## src/rtl/onehot_decoder_2_4_pkg.sv

```systemverilog
// Shared definitions for the 2-to-4 one-hot pulse decoder: FSM states,
// line-index constants and the hold counter width.
package onehot_decoder_2_4_pkg;

  localparam int CNT_W = 8;

  localparam logic [1:0] A0 = 2'd0;
  localparam logic [1:0] A1 = 2'd1;
  localparam logic [1:0] A2 = 2'd2;
  localparam logic [1:0] A3 = 2'd3;

  typedef enum logic [1:0] {
    IDLE  = 2'd0,
    PULSE = 2'd1,
    GAP   = 2'd2
  } state_e;

endpackage

```

## src/rtl/onehot_decoder_2_4_dec2to4.sv

```systemverilog
// Pure combinational 2-bit index to 4-bit one-hot conversion.
module dec2to4
  import onehot_decoder_2_4_pkg::*;
(
  input  logic [1:0] b,
  output logic [3:0] a
);

  // index to one-hot lookup
  always_comb begin
    a = 4'b0000;
    case (b)
      A0:      a = 4'b0001;
      A1:      a = 4'b0010;
      A2:      a = 4'b0100;
      A3:      a = 4'b1000;
      default: a = 4'b0000;
    endcase
  end

endmodule

```

## src/rtl/onehot_decoder_2_4.sv

```systemverilog
// One-hot pulse decoder: an accepted {b,v} drives line a[b] for HOLD_CYCLES
// cycles followed by a one-cycle gap. Optional err_cnt via ONEHOT_DEC_ERRCNT_EN.
module onehot_decoder_2_4
  import onehot_decoder_2_4_pkg::*;
#(
  parameter int HOLD_CYCLES = 4
)
(
  input  logic       clk,
  input  logic       rst,
  input  logic       enable,
  input  logic [1:0] b,
  input  logic       v,
  input  logic       in_valid,
  output logic       in_ready,
  output logic [3:0] a,
  output logic       busy,
  output logic       no_valid
`ifdef ONEHOT_DEC_ERRCNT_EN
  ,
  output logic [7:0] err_cnt
`endif
);

  localparam logic [CNT_W-1:0] HOLD_LOAD = CNT_W'(HOLD_CYCLES - 1);

  state_e           state_r, state_s;
  logic [CNT_W-1:0] cnt_r, cnt_s;
  logic [3:0]       a_r, a_s;
  logic             busy_r, busy_s;
  logic             no_valid_r, no_valid_s;
  logic [3:0]       line_s;
  logic             in_ready_s;
  logic             xfer_s;

  dec2to4 u_dec (
    .b (b),
    .a (line_s)
  );

  assign in_ready_s = enable && (state_r == IDLE);
  assign xfer_s     = in_valid && in_ready_s;

  // next-state, counter and output line computation
  always_comb begin
    state_s    = state_r;
    cnt_s      = cnt_r;
    a_s        = a_r;
    no_valid_s = 1'b0;
    if (!enable) begin
      // disabling aborts any pulse outright; it is never resumed
      state_s = IDLE;
      cnt_s   = 8'd0;
      a_s     = 4'b0000;
    end else begin
      case (state_r)
        IDLE: begin
          if (xfer_s && v) begin
            a_s     = line_s;
            cnt_s   = HOLD_LOAD;
            state_s = PULSE;
          end else if (xfer_s) begin
            no_valid_s = 1'b1;
          end else begin
            no_valid_s = 1'b0;
          end
        end
        PULSE: begin
          if (cnt_r == 8'd0) begin
            a_s     = 4'b0000;
            state_s = GAP;
          end else begin
            cnt_s = cnt_r - 8'd1;
          end
        end
        GAP: begin
          a_s     = 4'b0000;
          state_s = IDLE;
        end
        default: begin
          a_s     = 4'b0000;
          cnt_s   = 8'd0;
          state_s = IDLE;
        end
      endcase
    end
    busy_s = (state_s != IDLE);
  end

  // state and registered outputs
  always_ff @(posedge clk or posedge rst) begin
    if (rst) begin
      state_r    <= IDLE;
      cnt_r      <= 8'd0;
      a_r        <= 4'b0000;
      busy_r     <= 1'b0;
      no_valid_r <= 1'b0;
    end else begin
      state_r    <= state_s;
      cnt_r      <= cnt_s;
      a_r        <= a_s;
      busy_r     <= busy_s;
      no_valid_r <= no_valid_s;
    end
  end

  assign in_ready = in_ready_s;
  assign a        = a_r;
  assign busy     = busy_r;
  assign no_valid = no_valid_r;

`ifdef ONEHOT_DEC_ERRCNT_EN
  logic [7:0] err_cnt_r;

  // saturating count of accepted v=0 transfers
  always_ff @(posedge clk or posedge rst) begin
    if (rst) begin
      err_cnt_r <= 8'd0;
    end else if (no_valid_s && (err_cnt_r != 8'hFF)) begin
      err_cnt_r <= err_cnt_r + 8'd1;
    end else begin
      err_cnt_r <= err_cnt_r;
    end
  end

  assign err_cnt = err_cnt_r;
`endif

endmodule

```

## config.mk

```make
export PLATFORM = sky130hd
export DESIGN_NAME = onehot_decoder_2_4
export DESIGN_NICKNAME = d
export VERILOG_FILES = /design/src/rtl/onehot_decoder_2_4_pkg.sv /design/src/rtl/onehot_decoder_2_4_dec2to4.sv /design/src/rtl/onehot_decoder_2_4.sv
export SDC_FILE = /design/constraint.sdc
export NUM_CORES = 1
export LEC_CHECK = 0
export ABC_AREA = 1
export ABC_CLOCK_PERIOD_IN_PS = 1860
export BUFFER_PORTS_ARGS = -buffer_cell sky130_fd_sc_hd__buf_2
export CORE_MARGIN = 1
export CORE_UTILIZATION = 50
export DETAILED_ROUTE_END_ITERATION = 16
export GPL_TIMING_DRIVEN = 0
export PLACE_DENSITY = 0.75
export SLEW_MARGIN = 15
export SYNTH_ARGS = -nofsm -noshare
export SYNTH_HDL_FRONTEND = slang
export SYNTH_SLANG_ARGS = --single-unit
export TNS_END_PERCENT = 10
```

## constraint.sdc

```tcl
create_clock -name clk -period 1.86 [get_ports clk]
set_input_delay 0.093 -clock clk [delete_from_list [all_inputs] [get_ports clk]]
set_output_delay 0.093 -clock clk [all_outputs]
set_load 0.1 [all_outputs]
```

==> summary.txt <==
GRT
  – GR Overflow Total: 0
  – Aggregate global-route resource usage: 20.81%
  – Vias in the first global route: 727
  – Largest net degree at the start of global routing: 17
  – Initial antenna violation count: 0
  – First-pass GRT wire length: 2.980 mm

STA
  – Tcrit/Tclk final: 85.00%
  – Max Clk Rate: 632.5 MHz
  – Final count of hold timing violations: 0
  – Period minus WS final: 1.581 ns
  – Final setup viols: 0
  – Worst rel slew slack: 58.99%
  – RSZ-0062 raised after global routing: no
  – Final Skew: 0.001599 ns
  – Slew Limit Fails: 0
  – Worst-margin pin slew: 0.6145 ns
  – Sum Neg Setup Slack: 0 ns

Yosys
  – Ys Warns: 0
  – Net count after synthesis: 128
  – Predominant post-synthesis flop cell: dfrtp_1
  – Count leader, synth: nand2_1
  – Post-synth top area cell: dfrtp_1
  – Sequential share of the synthesized area: 43.78%
  – Number of flops mapped to enable cells by yosys: 0
  – Post-synthesis register bit count: 16
  – Unique cell type count in the Yosys netlist: 19
  – Mapped Area: 914.6 um2
  – Syn avg cell area: 7.686 um2
  – Top area cells in the synthesized netlist: dfrtp_1, nand2_1, inv_1
  – Synth Instances: 119
  – Synth top area share: 43.78%
  – Commonest cells in the netlist: nand2_1, inv_1, nor2_1
  – Asr flop ratio synth: 100.0%

Detailed routing
  – Via density: 4.920
  – Routed len/inst: 10.71 um
  – WL met1: 911 um
  – DRC Markers: 0
  – DRT iter0 DRCs: 18
  – Met3 WL: 56 um
  – Pre-antenna DRT Iters: 4
  – WL met2: 735 um
  – Via count: 802
  – Total wire length: 1.746 mm
  – Top Metal Used: met4
  – Post-detailed-route count of antenna-violating nets: 0

Power and ir drop
  – Switch share: 43.53%
  – Register share of total power: 38.4%
  – Net Switching: 471.6 uW
  – PwrDens: 1015 nW/um2
  – LEAKAGE: 0.5638 nW
  – Combinational share of power: 39.1%
  – Peak supply drop: 701.3 uV
  – Clock power frac: 22.5%
  – Internal power: 611.7 uW

Placed design
  – Port bufs: 13
  – Placed instance area: 1011 um2
  – DP Wirelength: 1.307 mm
  – GPL Wtd Cong: 0.8643

Critical path
  – Critical path class: flop to output pin
  – Max stage delay cell, worst path: buf_2
  – Critical path endpoint: in_ready
  – CP Data Required Time: 1.77 ns
  – Crit path buffers/inverters: 2
  – Kind of cell adding the most delay to the critical path: buffers and inverters
  – CP endpoint kind: output pin
  – R2r startpoint: cnt_r[0]
  – Worst-path maximum fanout: 4
  – Critical path depth: 4
  – Crit path DAT: 1.49 ns
  – R2r setup slk: 0.39 ns
  – R2R Path End: cnt_r[5]
  – Worst R2R Path Depth: 8
  – Worst setup SP type: flop
  – Critical-path cell list: inv_1 > nand2_2 > nor2_4 > buf_2
  – Critical Path Start: state_r[1]
  – Max stage delay on crit path: 0.45 ns

Clocking
  – CTS Buf Count: 3
  – CTS H-tree lvls: 1
  – Post-CTS Setup Bufs: 0
  – Clock sinks: 16
  – Root Driver: clkbuf_4
  – Hold-fix buffers, CTS: 2
  – Latest clock arrival within the worst-skew pair: 0.30 ns
  – CTS tree: done
  – Longest Clk Path Bufs: 2
  – Clock transition at path regs: 0.10 ns
  – CTS resizes: 0

Final layout
  – Register area: 400.4 um2
  – Area of the multi-input gates: 427.9 um2
  – NumNets Final: 148
  – Final Instance Area: 1067 um2
  – Fillers: 161
  – Antenna diode count: 0
  – Area Growth Syn to Fin: 16.69%
  – Layout cells sized above 1: 19.57%

Floorplan
  – Core area: 1727 um2
  – DIE HEIGHT: 44.77 um
  – DIE AREA: 2004 um2
  – # rows: 15
  – Initial core utilization: 52.97%
  – Die width: 44.77 um
  – Number of placed I/O pins: 14

Status
  – Status: complete, no violations

Flow run
  – Max-Cap Viols: 0

Hold path
  – HP Class: primary input to flop
## logic make-up after synthesis
group / Yosys count / synth area share [%]
buf+inv: 21 / 9.439
xor+xnor: 1 / 0.9578
flops: 16 / 43.78
compound gates: 17 / 10.53
simple gates: 62 / 32.56
fa+ha+maj: 2 / 2.736
## power by group through the flow
stage	Clock, mW	Combinational [mW]	Sequential, mW
after floorplan	0	0.218	0.550
after global placement	0	0.415	0.420
after detailed placement	0	0.420	0.422
after CTS	0.246	0.424	0.415
after global routing	0.257	0.466	0.421
final	0.244	0.424	0.416
## through the flow
step / util [%] / worst slack, ns / hold WS (ns) / instances / power, mW
3_5_place_dp: 58.55 / 0.4223 / 0.1990 / 157 / 0.8420
2_1_floorplan: - / 0.2166 / 0.006739 / 119 / 0.7677
5_1_grt: 61.81 / 0.2106 / 0.07846 / 163 / 1.145
6_report: 61.81 / 0.2789 / 0.05982 / 163 / 1.083
4_1_cts: 61.81 / 0.2785 / 0.04994 / 163 / 1.085
3_3_place_gp: 58.55 / 0.4465 / 0.1886 / 157 / 0.8357
## layout by cell type (no fill, tap or decap), types with 2 or more instances in the layout
cell type / synthesis / final
nand2_1: 24 / 24
inv_1: 19 / 19
nor2_1: 17 / 17
dfrtp_1: 16 / 16
buf_2: 0 / 13
o21ai_0: 10 / 10
nand3_1: 8 / 8
a21oi_1: 6 / 6
nand4_1: 4 / 4
nor2_4: 3 / 3
clkbuf_4: 0 / 3
nand3_2: 2 / 2
ha_1: 2 / 2
dlygate4sd3_1: 0 / 2
## area by class of cell
class	count	area share, %
buffer	1	1.055
clock buffer	4	3.400
inverter	20	7.034
multi-input combinational	82	40.09
sequential	16	37.51
tap	25	2.931
timing repair buffer	15	7.972
## flip-flops by register name (all words and copies together) (netlist names)
signal    count
state_r       2
cnt_r         8
a             4
no_valid      1
busy          1
## per-layer routing
metal	track usage, %	vias to the layer above
li1	-	419
met1	28.06	359
met2	32.94	19
met3	2.400	5
met4	10.91	0
met5	0	-
## worst reg2reg max path, cell delays in order, from the launching register on
cell and delay [ns]:
dfrtp_1 0.40, inv_1 0.14, ha_1 0.20, nand2_1 0.06, nor2_1 0.11, nand3_2 0.11
nand3_2 0.11, buf_6 0.14, o21ai_0 0.08
## worst min path at each step
stage	start	end	slack [ns]	depth (start not counted)
2_1_floorplan	rst	a[0]	0.007	1
5_1_grt	b[1]	a[2]	0.08	3
4_1_cts	b[0]	a[1]	0.05	3
6_report	b[0]	a[1]	0.06	3
3_5_place_dp	rst	a[1]	0.20	2
3_3_place_gp	rst	cnt_r[0]	0.19	2
Power figures use the tool's default switching activity.
